<file path="config.mk">
export PLATFORM = sky130hd
export DESIGN_NAME = regfile_write_arbiter_flat
export DESIGN_NICKNAME = d
export VERILOG_FILES = /design/src/rtl/riscv_pkg.sv /design/src/rtl/regfile_write_arbiter_if.sv /design/src/rtl/wb_fifo.sv /design/src/rtl/regfile_write_arbiter.sv /design/src/flat_wrapper.sv
export SDC_FILE = /design/constraint.sdc
export NUM_CORES = 1
export LEC_CHECK = 0
export ABC_CLOCK_PERIOD_IN_PS = 3100
export BUFFER_PORTS_ARGS = -buffer_cell sky130_fd_sc_hd__clkbuf_2
export CELL_PAD_IN_SITES_DETAIL_PLACEMENT = 2
export CELL_PAD_IN_SITES_GLOBAL_PLACEMENT = 2
export CORE_ASPECT_RATIO = 1.5
export CORE_MARGIN = 2
export CORE_UTILIZATION = 33
export DETAILED_ROUTE_END_ITERATION = 8
export PLACE_DENSITY_LB_ADDON = 0.25
export SYNTH_ARGS = -nofsm -noshare
export SYNTH_HDL_FRONTEND = slang
export SYNTH_SLANG_ARGS = --single-unit
</file>
<file path="constraint.sdc">
create_clock -name clk -period 3.1 [get_ports clk]
set_clock_uncertainty 0.2 [all_clocks]
set_input_delay 0.62 -clock clk [delete_from_list [all_inputs] [get_ports clk]]
set_output_delay 0.62 -clock clk [all_outputs]
set_load 0.01 [all_outputs]
</file>
<file path="src/rtl/riscv_pkg.sv">
// ----------------------------------------------------------------------------
// riscv_pkg
// Shared definitions for the register-file write path.
//   XLEN        : datapath width
//   REG_ADDR_W  : register address width (x0..x31)
//   NUM_REGS    : number of architectural registers
//   wb_entry_t  : buffered writeback {rd, data}
//   reg_onehot  : one-hot decode of a register index, with x0 mapping to zero
// ----------------------------------------------------------------------------
package riscv_pkg;

  localparam int XLEN       = 32;
  localparam int REG_ADDR_W = 5;
  localparam int NUM_REGS   = 32;

  typedef struct packed {
    logic [REG_ADDR_W-1:0] rd;
    logic [XLEN-1:0]       data;
  } wb_entry_t;

  // x0 is hardwired to zero, so it never tracks hazards or pending state.
  function automatic logic [NUM_REGS-1:0] reg_onehot(input logic [REG_ADDR_W-1:0] r);
    reg_onehot = '0;
    if (r != '0) begin
      reg_onehot[r] = 1'b1;
    end
  endfunction

endpackage

</file>
<file path="src/rtl/regfile_write_arbiter_if.sv">
// ----------------------------------------------------------------------------
// regfile_write_arbiter_if
// Load-response handshake between the memory stage and the write arbiter.
//   ld_rsp_valid : response present this cycle            (master -> slave)
//   ld_rsp_ready : response accepted when valid && ready  (slave  -> master)
//   ld_rsp_rd    : destination register of the response   (master -> slave)
//   ld_rsp_data  : loaded data                            (master -> slave)
// Modports: master = memory stage, slave = write arbiter.
// ----------------------------------------------------------------------------
interface regfile_write_arbiter_if
  import riscv_pkg::*;
#(
  parameter int DATA_W = XLEN
);

  logic                  ld_rsp_valid;
  logic                  ld_rsp_ready;
  logic [REG_ADDR_W-1:0] ld_rsp_rd;
  logic [DATA_W-1:0]     ld_rsp_data;

  modport master (
    output ld_rsp_valid,
    output ld_rsp_rd,
    output ld_rsp_data,
    input  ld_rsp_ready
  );

  modport slave (
    input  ld_rsp_valid,
    input  ld_rsp_rd,
    input  ld_rsp_data,
    output ld_rsp_ready
  );

endinterface

</file>
<file path="src/rtl/wb_fifo.sv">
// ----------------------------------------------------------------------------
// wb_fifo
// Small skid FIFO holding accepted load responses until the write port is free.
//   clk, reset : rising-edge clock, asynchronous active-low reset
//   push       : enqueue push_entry (ignored when full)
//   push_entry : {rd, data} to enqueue
//   pop        : dequeue the head (ignored when empty)
//   head       : current head entry, valid only when !empty
//   full/empty : occupancy flags from the registered count
//   count      : number of queued entries, width clog2(DEPTH)+1
// DEPTH must be a power of two so the pointers wrap by natural overflow.
// ----------------------------------------------------------------------------
module wb_fifo
  import riscv_pkg::*;
#(
  parameter  int DEPTH = 2,
  localparam int PTR_W = (DEPTH > 1) ? $clog2(DEPTH) : 1,
  localparam int CNT_W = $clog2(DEPTH) + 1
) (
  input  logic             clk,
  input  logic             reset,
  input  logic             push,
  input  wb_entry_t        push_entry,
  input  logic             pop,
  output wb_entry_t        head,
  output logic             full,
  output logic             empty,
  output logic [CNT_W-1:0] count
);

  wb_entry_t        mem [DEPTH];
  logic [PTR_W-1:0] wr_ptr_reg;
  logic [PTR_W-1:0] rd_ptr_reg;
  logic [CNT_W-1:0] count_reg;

  logic push_ok;
  logic pop_ok;

  assign full    = (count_reg == CNT_W'(DEPTH));
  assign empty   = (count_reg == '0);
  assign push_ok = push && !full;
  assign pop_ok  = pop && !empty;

  // Storage carries no reset: contents are only observed through the
  // pointers, which are reset.
  always_ff @(posedge clk) begin
    if (push_ok) begin
      mem[wr_ptr_reg] <= push_entry;
    end
  end

  always_ff @(posedge clk or negedge reset) begin
    if (!reset) begin
      wr_ptr_reg <= '0;
      rd_ptr_reg <= '0;
      count_reg  <= '0;
    end else begin
      if (push_ok) begin
        wr_ptr_reg <= wr_ptr_reg + 1'b1;
      end
      if (pop_ok) begin
        rd_ptr_reg <= rd_ptr_reg + 1'b1;
      end
      case ({push_ok, pop_ok})
        2'b10:   count_reg <= count_reg + 1'b1;
        2'b01:   count_reg <= count_reg - 1'b1;
        default: count_reg <= count_reg;
      endcase
    end
  end

  assign head  = mem[rd_ptr_reg];
  assign count = count_reg;

endmodule

</file>
<file path="src/rtl/regfile_write_arbiter.sv">
// ----------------------------------------------------------------------------
// regfile_write_arbiter
// Merges single-cycle ALU/jump writebacks and buffered load responses onto the
// register file's single write port, tracks registers awaiting a load, and
// stalls decode on any RAW/WAW hazard against an outstanding load.
//   clk, reset        : rising-edge clock, asynchronous active-low reset
//   alu_we/rd/wd      : ALU writeback request (highest priority on the port)
//   ld_issue/_rd      : a load to ld_issue_rd left decode this cycle
//   ld_rsp            : load-response handshake (slave side)
//   dec_rs1/rs2/rd    : register fields of the instruction in decode
//   stall             : decode must hold
//   we3/a3/wd3        : register file write port (combinational)
//   pending           : bitmap of registers awaiting a load writeback
//   err_unexpected    : sticky, a response arrived for a non-pending register
// ----------------------------------------------------------------------------
module regfile_write_arbiter #(
  parameter int XLEN       = riscv_pkg::XLEN,
  parameter int FIFO_DEPTH = 2
) (
  input  logic                             clk,
  input  logic                             reset,
  input  logic                             alu_we,
  input  logic [riscv_pkg::REG_ADDR_W-1:0] alu_rd,
  input  logic [XLEN-1:0]                  alu_wd,
  input  logic                             ld_issue,
  input  logic [riscv_pkg::REG_ADDR_W-1:0] ld_issue_rd,
  regfile_write_arbiter_if.slave           ld_rsp,
  input  logic [riscv_pkg::REG_ADDR_W-1:0] dec_rs1,
  input  logic [riscv_pkg::REG_ADDR_W-1:0] dec_rs2,
  input  logic [riscv_pkg::REG_ADDR_W-1:0] dec_rd,
  output logic                             stall,
  output logic                             we3,
  output logic [riscv_pkg::REG_ADDR_W-1:0] a3,
  output logic [XLEN-1:0]                  wd3,
  output logic [riscv_pkg::NUM_REGS-1:0]   pending,
  output logic                             err_unexpected
);

  import riscv_pkg::*;

  localparam int CNT_W = $clog2(FIFO_DEPTH) + 1;

  wb_entry_t          push_entry;
  wb_entry_t          head;
  logic               fifo_full;
  logic               fifo_empty;
  logic [CNT_W-1:0]   fifo_count;
  logic               fifo_push;
  logic               fifo_pop;

  logic               alu_hit;
  logic               rsp_accept;

  logic [NUM_REGS-1:0] pending_reg;
  logic [NUM_REGS-1:0] pending_next;
  logic [NUM_REGS-1:0] set_vec;
  logic [NUM_REGS-1:0] clr_vec;
  logic [NUM_REGS-1:0] hazard_vec;
  logic                err_reg;
  logic                err_next;

  // --------------------------------------------------------------------------
  // Load-response intake
  // --------------------------------------------------------------------------
  // Ready looks only at the registered count, so a pop in the same cycle does
  // not open a slot early; this keeps ready free of any path from alu_we.
  assign ld_rsp.ld_rsp_ready = reset && (fifo_count < CNT_W'(FIFO_DEPTH));
  assign rsp_accept          = ld_rsp.ld_rsp_valid && ld_rsp.ld_rsp_ready;
  assign fifo_push           = rsp_accept && !fifo_full;

  assign push_entry.rd   = ld_rsp.ld_rsp_rd;
  assign push_entry.data = ld_rsp.ld_rsp_data;

  wb_fifo #(
    .DEPTH (FIFO_DEPTH)
  ) u_wb_fifo (
    .clk        (clk),
    .reset      (reset),
    .push       (fifo_push),
    .push_entry (push_entry),
    .pop        (fifo_pop),
    .head       (head),
    .full       (fifo_full),
    .empty      (fifo_empty),
    .count      (fifo_count)
  );

  // --------------------------------------------------------------------------
  // Write-port arbitration
  // --------------------------------------------------------------------------
  // An ALU write to x0 is a no-op and leaves the port to the FIFO.
  assign alu_hit  = alu_we && (alu_rd != '0);
  // A head with rd=0 still pops; it just never raises we3.
  assign fifo_pop = reset && !fifo_empty && !alu_hit;

  always_comb begin
    we3 = 1'b0;
    a3  = '0;
    wd3 = '0;
    if (reset) begin
      if (alu_hit) begin
        we3 = 1'b1;
        a3  = alu_rd;
        wd3 = alu_wd;
      end else if (!fifo_empty) begin
        we3 = (head.rd != '0);
        a3  = head.rd;
        wd3 = head.data;
      end
    end
  end

  // --------------------------------------------------------------------------
  // Pending bitmap
  // --------------------------------------------------------------------------
  assign set_vec = ld_issue ? reg_onehot(ld_issue_rd) : '0;
  assign clr_vec = fifo_pop ? reg_onehot(head.rd)     : '0;

  // A new load to a register whose previous load commits this same edge must
  // remain pending, so set dominates clear.
  generate
    for (genvar gi = 0; gi < NUM_REGS; gi++) begin : g_pending
      if (gi == 0) begin : g_x0
        assign pending_next[gi] = 1'b0;
      end else begin : g_xn
        assign pending_next[gi] = set_vec[gi] | (pending_reg[gi] & ~clr_vec[gi]);
      end
    end
  endgenerate

  // A response is expected only if its register is already pending or a load
  // to it is being issued at this very edge.
  assign err_next = err_reg
                  | (rsp_accept
                     && (ld_rsp.ld_rsp_rd != '0)
                     && !pending_reg[ld_rsp.ld_rsp_rd]
                     && !set_vec[ld_rsp.ld_rsp_rd]);

  always_ff @(posedge clk or negedge reset) begin
    if (!reset) begin
      pending_reg <= '0;
      err_reg     <= 1'b0;
    end else begin
      pending_reg <= pending_next;
      err_reg     <= err_next;
    end
  end

  // --------------------------------------------------------------------------
  // Decode stall: registered state only, no path from ld_issue.
  // --------------------------------------------------------------------------
  assign hazard_vec = reg_onehot(dec_rs1) | reg_onehot(dec_rs2) | reg_onehot(dec_rd);
  assign stall      = reset && |(pending_reg & hazard_vec);

  assign pending        = pending_reg;
  assign err_unexpected = err_reg;

endmodule

</file>
<file path="src/flat_wrapper.sv">
// flat-port wrapper written by rule: the top's interface ports become plain ports
module regfile_write_arbiter_flat import riscv_pkg::*;
#(
  parameter int XLEN       = riscv_pkg::XLEN,
  parameter int FIFO_DEPTH = 2
)
  (clk, reset, alu_we, alu_rd, alu_wd, ld_issue, ld_issue_rd, dec_rs1, dec_rs2, dec_rd, stall, we3, a3, wd3, pending, err_unexpected, ld_rsp_ld_rsp_valid, ld_rsp_ld_rsp_rd, ld_rsp_ld_rsp_data, ld_rsp_ld_rsp_ready);
  regfile_write_arbiter_if ld_rsp_i ();
  input  logic clk;
  input  logic reset;
  input  logic alu_we;
  input  logic [riscv_pkg::REG_ADDR_W-1:0] alu_rd;
  input  logic [XLEN-1:0] alu_wd;
  input  logic ld_issue;
  input  logic [riscv_pkg::REG_ADDR_W-1:0] ld_issue_rd;
  input  logic [riscv_pkg::REG_ADDR_W-1:0] dec_rs1;
  input  logic [riscv_pkg::REG_ADDR_W-1:0] dec_rs2;
  input  logic [riscv_pkg::REG_ADDR_W-1:0] dec_rd;
  output logic stall;
  output logic we3;
  output logic [riscv_pkg::REG_ADDR_W-1:0] a3;
  output logic [XLEN-1:0] wd3;
  output logic [riscv_pkg::NUM_REGS-1:0] pending;
  output logic err_unexpected;
  input wire logic [$bits(ld_rsp_i.ld_rsp_valid)-1:0] ld_rsp_ld_rsp_valid;
  input wire logic [$bits(ld_rsp_i.ld_rsp_rd)-1:0] ld_rsp_ld_rsp_rd;
  input wire logic [$bits(ld_rsp_i.ld_rsp_data)-1:0] ld_rsp_ld_rsp_data;
  output wire logic [$bits(ld_rsp_i.ld_rsp_ready)-1:0] ld_rsp_ld_rsp_ready;
  assign ld_rsp_i.ld_rsp_valid = ld_rsp_ld_rsp_valid;
  assign ld_rsp_i.ld_rsp_rd = ld_rsp_ld_rsp_rd;
  assign ld_rsp_i.ld_rsp_data = ld_rsp_ld_rsp_data;
  assign ld_rsp_ld_rsp_ready = ld_rsp_i.ld_rsp_ready;
  regfile_write_arbiter #(.XLEN(XLEN), .FIFO_DEPTH(FIFO_DEPTH)) u_core (.clk(clk), .reset(reset), .alu_we(alu_we), .alu_rd(alu_rd), .alu_wd(alu_wd), .ld_issue(ld_issue), .ld_issue_rd(ld_issue_rd), .ld_rsp(ld_rsp_i), .dec_rs1(dec_rs1), .dec_rs2(dec_rs2), .dec_rd(dec_rd), .stall(stall), .we3(we3), .a3(a3), .wd3(wd3), .pending(pending), .err_unexpected(err_unexpected));
endmodule
</file>
==> results by stage, run 1 <==
Power:
- The combinational power share is 0.453.
- The net switching power of the design is 0.00295 W.
- The sequential power share is 0.355.
- The power density normalized to cell area is a little over 700 mW/mm^2.
- The switching part of the total is 0.435.
- VDD sags by at most 483 uV.
- The leakage power figure is 3.75 nW.
- Cell internal power was estimated by the tool at between 0.003 and 0.004 W.
- The total chip power is around 0.0068 W.
- The fraction of power consumed by the clock network is 0.192.

Floorplan:
- The number of placement rows is 62.
- The initial utilization of the core area, before any placement, comes to 0.335.
- After floorplanning, the core was sized to cover between 0.015 and 0.02 sq mm.
- For this design the top-level I/O count stands at between 150 and 200.
- The die is 118 um wide.
- The full die area is about 0.021 sq mm.
- The vertical die dimension is roughly 170 um.

STA:
- The worst slew margin relative to its limit is 0.523.
- The minimum hold slack is 0.00212 ns.
- The pin slew with the least headroom to its limit is ~0.72 ns.
- The post-route fraction of the period consumed by the critical path is 1.06.
- The total negative slack is -2.06 ns.
- The final number of hold-violating endpoints is 0.
- Static timing analysis puts the maximum clock frequency at 303 MHz.
- Setup repair after global routing could not meet its margin everywhere.
- The time the final worst path needs with I/O delays and setup is between 3 and 4 ns.
- The setup violation total in the final timing report is 32.
- Setup slack on the critical path of the routed design comes to -0.200 ns.
- The number of pins exceeding their max-slew limit in the final report was 0.

GRT:
- The number of antenna violations at the first check in global routing came to 1.
- The wire length of the first global-routing pass is 44.1 mm.
- The total overflow left after global routing is 0.
- The via count of the first global-routing pass is about 7,200.
- The pin count of the biggest net entering global routing is 38.
- Across every metal layer, demand over resource in global routing totals 0.282.

Setup path:
- STA classifies the critical path startpoint as a primary input.
- The endpoint class of the critical path is an output port.
- In this run the register-to-register setup slack is roughly 0.59 ns.
- In this run the worst setup path begins at alu_rd[3].
- The type of the worst setup path is primary input to output port.
- STA puts the critical path data arrival time at ~2.5 ns.
- Counting both buffers and inverters, the worst setup path holds a total of 4.
- Traced cell by cell, the critical path runs through buf_6 > or4_4 > o21a_4 > buf_12 > buf_16 > nor3_4 > a21oi_1 > nor2b_1 > buf_2.
- Data on the critical path is required at its endpoint by approximately 2.3 ns.
- The largest fanout on the critical path is 8.
- On the critical path the largest part of the delay comes from simple AND/OR/NAND/NOR gates.
- The delay of the slowest cell on the worst path is slightly below 0.6 ns.
- The cell at the slowest stage of the critical path is or4_4.
- The launch instance of the worst register-to-register path is u_core.u_wb_fifo.count[1].

Drt:
- After detailed routing, the average wire length per cell comes to between 20 and 30 um.
- The remaining number of nets flagged by the antenna check after routing is 0.
- The met3 layer wire length in the routed design is approximately 1.5 mm.
- The number of DRC markers after the initial detailed-route iteration is just under 500.
- The met1 wire length is ~12 mm.
- Dividing the detail-routed via count by the number of cells gives between 5 and 6.
- The first TritonRoute pass finished after 4 iterations.
- The final layout contains routed wiring with a total length of roughly 34 mm.
- Wire segments on met2 add up to approximately 18 mm in the final route.
- The vias after detailed routing is 6,644.
- For this run, design rule violations remaining after detail routing come to 0.
- The top routing layer in use is met4.

Cells and area:
- The number of flip-flops under the largest register name is 74.
- The final core area utilization is 0.492.
- The post-layout net count is around 970.
- The multi-input logic area is roughly 0.0036 sq mm.
- In the final layout, the share of cells above drive strength 1 is 0.468.
- The layout has just under 2,000 filler cells.
- Summing all flip-flop and latch instances after layout gives about 0.0031 sq mm.
- Relative to the synthesized area, the layout overhead comes to 46.7%.

Clock tree:
- Clock tree synthesis found a total of 110 sinks.
- The number of buffers created by CTS is 9.
- TritonCTS built the clock tree.
- The insertion delay of the later-clocked pin in the worst-skew pair is roughly 0.36 ns.
- The longest clock path from root to sink contains 2 buffers.
- The root buffer cell chosen for the clock tree is clkbuf_16.
- After clock tree synthesis, the clock-pin slew on the worst setup and hold paths is approximately 0.09 ns.
- The number of H-tree levels is 3.
- Hold repair after CTS inserted 0 buffers.

Flow run:
- Max-cap violations in this run came to 0.

Placement:
- Detailed placement ended at an HPWL of between 20 and 25 mm.
- In this run the tool buffered the top-level ports with 170 buffer cells.
- At the end of routability-driven placement, the weighted congestion stood at about 0.96.

Logic synthesis:
- Yosys mapped a number of flops with a built-in enable equal to 74.
- Counting instances in the post-synthesis netlist gives the leading cell types as edfxtp_1 (74), nor2b_1 (47), o21ai_0 (41), clkbuf_1 (40).
- Counting every net in the synthesized netlist gives roughly 700.
- Of the synthesized area, sequential elements account for 0.486.
- After synthesis the netlist holds a flip-flop and latch count of 110.
- The leading cell type by number of instances after synthesis is edfxtp_1.
- The mapped netlist covers between 0.006 and 0.007 sq mm.
- During synthesis, Yosys emitted a total of 0 warnings.
- The count of distinct cell types in the synthesized netlist is 62.
- The cell accounting for the most synthesized area is edfxtp_1.
- The share of synthesized registers carrying an async set or reset is 0.327.
- Among all flip-flop cells after synthesis, the most frequent one is edfxtp_1.
- The mean instance size in the synthesized netlist is 10.4 sq um.
- Synthesis produced 620 cells.
- The share of synthesized area in the top cell type comes to 0.346.
- After synthesis, the cell types taking the most area are edfxtp_1 (35%), dfrtp_1 (14%), mux2i_1 (5.9%).

Status:
- The checks that failed: setup timing.
- The flow ran to the end, but the final reports show violations.

Min path:
- The tightest min-delay check is of the primary input to asynchronous set/reset pin type.
cell families after synthesis:
| family | synth area share |
|---|---|
| simple gates | 0.216 |
| compound gates | 0.144 |
| flops | 0.486 |
| mux | 0.108 |
| buf+inv | 0.0317 |
| xor+xnor | 0.0109 |
| other cells | 0.000583 |
| fa+ha+maj | 0.00195 |
final timing paths:
check,to,depth (start not counted)
worst max-delay path,wd3[9],9
worst min-delay path,u_core.u_wb_fifo.wr_ptr_reg,1
worst max register to register,u_core.u_wb_fifo.count[1],8
worst min register to register,u_core.err_unexpected,1
max in group asynchronous,u_core.pending[7],3
min in group clk,u_core.u_wb_fifo.mem[1][10],1
through the flow:
| step | cells | setup WS, ns | area [sq um] |
|---|---|---|---|
| floorplan | 620 | 0.0522 | 6430 |
| global placement | 1089 | -0.233 | 8160 |
| detailed placement | 1089 | -0.268 | 8160 |
| CTS | 1109 | -0.102 | 8860 |
| global route | 1128 | -0.197 | 9430 |
| finish | 1128 | -0.200 | 9430 |
final cells by class:
class / instances / share of cell area
Multi-Input combinational cell: 461 / 0.386
Sequential cell: 110 / 0.332
Timing Repair Buffer: 280 / 0.211
Tap cell: 256 / 0.0340
Clock buffer: 9 / 0.0239
Clock inverter: 7 / 0.0109
Inverter: 4 / 0.00159
Antenna cell: 1 / 0.000265
routing by layer:
| metal | global-route usage | up-vias |
|---|---|---|
| met4 | 0.144 | 0 |
| met3 | 0.0401 | 75 |
| met1 | 0.302 | 3428 |
| met2 | 0.532 | 264 |
| li1 | - | 2877 |
| met5 | 0 | - |
layout by cell type, fill, tap and decap left out, types with 25 or more instances in the layout:
master,count
o21ai_1,31
o21ai_0,40
nand4_1,25
mux2i_1,36
nor2b_1,45
dfrtp_1,31
edfxtp_1,74
buf_4,82
clkbuf_2,133
nand2_1,35
buf_2,31
repair_timing:
action	CTS	global route
cloned	2	6
setup buffers	2	12
pin swaps	18	37
gates resized for setup	66	108
endpoints found under the setup margin	31	38
power groups by stage:
stage	Combinational (W)	Sequential, W	Clock [W]
5_1_grt	0.00325	0.00242	0.00136
2_1_floorplan	0.00125	0.00223	0
4_1_cts	0.00274	0.00236	0.00130
3_3_place_gp	0.00238	0.00237	0
6_report	0.00307	0.00240	0.00130
3_5_place_dp	0.00248	0.00239	0
Note: power is estimated with default switching activity, not from simulation.
==> run 2, diff against run 1 <==
--- a/config.mk
+++ b/config.mk
@@ -5,13 +5,11 @@
 export SDC_FILE = /design/constraint.sdc
 export NUM_CORES = 1
 export LEC_CHECK = 0
-export ABC_CLOCK_PERIOD_IN_PS = 3100
+export ABC_CLOCK_PERIOD_IN_PS = 4210
 export BUFFER_PORTS_ARGS = -buffer_cell sky130_fd_sc_hd__clkbuf_2
-export CELL_PAD_IN_SITES_DETAIL_PLACEMENT = 2
-export CELL_PAD_IN_SITES_GLOBAL_PLACEMENT = 2
 export CORE_ASPECT_RATIO = 1.5
 export CORE_MARGIN = 2
-export CORE_UTILIZATION = 33
+export CORE_UTILIZATION = 55
 export DETAILED_ROUTE_END_ITERATION = 8
 export PLACE_DENSITY_LB_ADDON = 0.25
 export SYNTH_ARGS = -nofsm -noshare
==> constraint.sdc (replaced) <==
create_clock -name clk -period 4.21 [get_ports clk]
set_clock_uncertainty 0.2 [all_clocks]
set_input_delay 0.842 -clock clk [delete_from_list [all_inputs] [get_ports clk]]
set_output_delay 0.842 -clock clk [all_outputs]
set_load 0.01 [all_outputs]
==> run 2 against run 1 <==
Effect of this change:
- the run now ends clean
- via count fell by 10%
- critical path depth down 1
- cell count is 18% lower
- final area shrank 18%
- worst hold slack improved by 0.24 ns
- sequential cell count stayed put
==> results by stage, run 2 (same netlist as run 1, synthesis figures left out) <==
Floorplan:
- The full die area is 0.0126 sq mm (-39%).
- The die outline width is 92.3 um (-22%).
- The number of top-level pins is 172 (unchanged).
- The effective utilization at floorplan came to 0.560 (+0.225).
- The core box area came to 0.0115 sq mm (-40%).
- The number of placement rows is 48 (-23%).
- The vertical die dimension is 136 um (-22%).

GRT:
- The number of antenna violations at the first check in global routing is 0 (-1).
- The via count of the first global-routing pass came to 5,659 (-22%).
- The pin count of the biggest net entering global routing is 45 (+18%).
- The wire length of the first global-routing pass came to 31.0 mm (-30%).
- The total global-route track usage is 0.327 (+0.0449).
- The leftover overflow at the end of global routing is 0 (unchanged).

Power:
- The fraction of power consumed by the clock network was 0.196 (+0.004).
- The largest voltage drop on the vdd net is 432 uV (-10%).
- The sequential power share is 0.447 (+0.092).
- The internal portion of total power came to 0.00243 W (-36%).
- The power density normalized to cell area came to 528 mW/mm^2 (-27%).
- The leakage power figure is 3.01 nW (-20%).
- The switching part of the total is 0.401 (-0.0339).
- The combinational power share is 0.357 (-0.096).
- The net switching power of the design is 0.00163 W (-45%).

Clock tree:
- The maximum buffer depth of the clock tree came to 2 (unchanged).
- The clock slew at the register clock pins of the worst setup and hold paths is 0.07 ns (-0.02 ns).
- The tree is rooted in a clkbuf_16.
- The clock net sink count was 110 (unchanged).
- The insertion delay of the later-clocked pin in the worst-skew pair is 0.34 ns (-0.02 ns).
- The number of H-tree levels is 3 (unchanged).
- The number of cells upsized or downsized after cts came to 0 (-100%).
- The number of setup buffers added after CTS is 0 (-2).
- The count of hold-fix buffers inserted at cts is 0 (unchanged).
- TritonCTS built the clock tree.
- The number of buffers created by CTS was 9 (unchanged).

Setup path:
- The worst setup slack for register-to-register paths is 1.67 ns (+1.08 ns).
- In this run the worst setup path begins at dec_rs2[4].
- In this run the critical register-to-register path is captured at u_core.pending[23].
- The data arrival time of the worst path is 2.88 ns (+0.40 ns).
- The largest fanout on the critical path is 16 (+8).
- The termination of the worst setup path is stall.
- The required time of the critical path is 3.17 ns (+0.89 ns).
- The type of the worst setup path is primary input to output port.
- STA classifies the critical path startpoint as a primary input.
- The length in cells of the worst reg-to-reg path is 5 (-3).
- The launch instance of the worst register-to-register path is u_core.u_wb_fifo.rd_ptr_reg.
- The endpoint class of the critical path is an output port.

STA:
- The worst path setup slack after routing is 0.286 ns (+0.485 ns).
- The final number of hold-violating endpoints is 0 (unchanged).
- Counting I/O delays and the setup requirement, the final critical path takes around 4 ns.
- The pin slew with the least headroom to its limit is 0.885 ns (+0.169 ns).
- The setup violation total in the final timing report is 0 (-100%).
- The number of pins exceeding their max-slew limit in the final report was 0 (unchanged).
- The total negative slack is 0 ns (+2.06 ns).
- The maximum clock frequency is between 200 and 300 MHz.
- The worst slew margin relative to its limit is 0.410 (-0.112).
- Dividing the final minimum period by the clock period gives 0.932.
- Setup repair after global routing left no endpoint under its margin.

Drt:
- The number of DRC markers after the initial detailed-route iteration was 507 (+3.7%).
- The number of iterations in the first detailed-routing pass is 5 (+1).
- The average wire length per cell after detail routing was 22.0 um (-26%).
- The remaining number of nets flagged by the antenna check after routing is 0 (unchanged).
- The number of DRC violations after detailed routing is 0 (unchanged).
- The average vias per placed instance was 6.47 (+9.9%).
- The vias after detailed routing came to 5,980 (-10%).
- The final routed wirelength across all metal layers was 20.4 mm (-39%).

Cells and area:
- The multi-input logic area was 0.00311 sq mm (-15%).
- The ratio of cells with drive above 1 in the final layout is 0.302 (-0.166).
- The count of inserted antenna diode cells is 0 (-1).
- The number of standard cells in the final layout excluding fillers is 924 (-18%).
- From synthesis to final layout, the design area changed by 19.6%.
- The library cell used most frequently in the layout, excluding fill and tap cells, is clkbuf_2.
- The filler cell count is 917 (-53%).
- The cell area after layout is 0.00769 sq mm (-18%).
- The post-layout net count is 869 (-10%).
- Leaving out fill and tap cells, the most frequent cells in the layout are clkbuf_2 (170), edfxtp_1 (74), nor2b_1 (47).
- The number of flip-flops under the largest register name is 74 (unchanged).
- The final core area utilization is 0.670 (+0.178).
- The footprint of the flip-flops and latches is 0.00312 sq mm (-0.16%).

Placement:
- The number of buffer cells added on primary ports is 170 (unchanged).
- The placed instance area is 0.00741 sq mm (-9.2%).
- The placer congestion estimate is 1.01 (+4.8%).
- The number of placed cells counting well taps is 908 (-17%).
- The setup slack at placement is 0.312 ns (+0.579 ns).
- The sum of net half-perimeters after detailed placement was 15.0 mm (-29%).

Flow run:
- The max-capacitance violation count was 0 (unchanged).

Min path:
- The tightest min-delay check is of the primary input to asynchronous set/reset pin type.

Status:
- The flow ran to the end, and the final reports show no timing, DRC or antenna violations.
[run 2: power groups by stage]
stage / registers (W) / logic (W) / clock network (W)
2_1_floorplan: 0.00164 / 0.000919 / 0
3_3_place_gp: 0.00182 / 0.00140 / 0
3_5_place_dp: 0.00182 / 0.00143 / 0
4_1_cts: 0.00180 / 0.00144 / 0.000808
5_1_grt: 0.00182 / 0.00158 / 0.000845
6_report: 0.00182 / 0.00145 / 0.000795
[run 2: metal layers]
layer,GRT usage,share of wire
met1,0.387,0.35
met2,0.556,0.51
met3,0.0471,0.080
met4,0.207,0.064
met5,0,0
[run 2: worst min path at each step]
stage / start / endpoint / cells past startpoint
finish: reset / u_core.pending[6] / 1
global route: reset / u_core.u_wb_fifo.count[1] / 1
global placement: u_core.err_unexpected / u_core.err_unexpected / 1
floorplan: u_core.u_wb_fifo.wr_ptr_reg / u_core.u_wb_fifo.wr_ptr_reg / 1
detailed placement: u_core.err_unexpected / u_core.err_unexpected / 1
CTS: reset / u_core.u_wb_fifo.count[1] / 1
[run 2: worst max-delay path, stage by stage]
cell and delay, ns:
clkbuf_2 0.27, mux2_2 0.38, nand4_1 0.14, nand4_1 0.11
a2111oi_0 0.37, nand4_1 0.18, o41a_1 0.46, clkbuf_2 0.13
[run 2: stage by stage]
| step | hold slack (ns) | total power (W) |
|---|---|---|
| 2_1_floorplan | 0.261 | 0.00256 |
| 3_3_place_gp | 0.256 | 0.00323 |
| 3_5_place_dp | 0.261 | 0.00325 |
| 4_1_cts | 0.233 | 0.00405 |
| 5_1_grt | 0.253 | 0.00425 |
| 6_report | 0.239 | 0.00406 |
[run 2: final cells by class]
| type | instances | area share |
|---|---|---|
| clock buffer | 10 | 0.0298 |
| clock inverter | 6 | 0.00667 |
| inverter | 4 | 0.00195 |
| multi-input combinational | 460 | 0.405 |
| sequential | 110 | 0.406 |
| tap | 150 | 0.0244 |
| timing repair buffer | 184 | 0.126 |
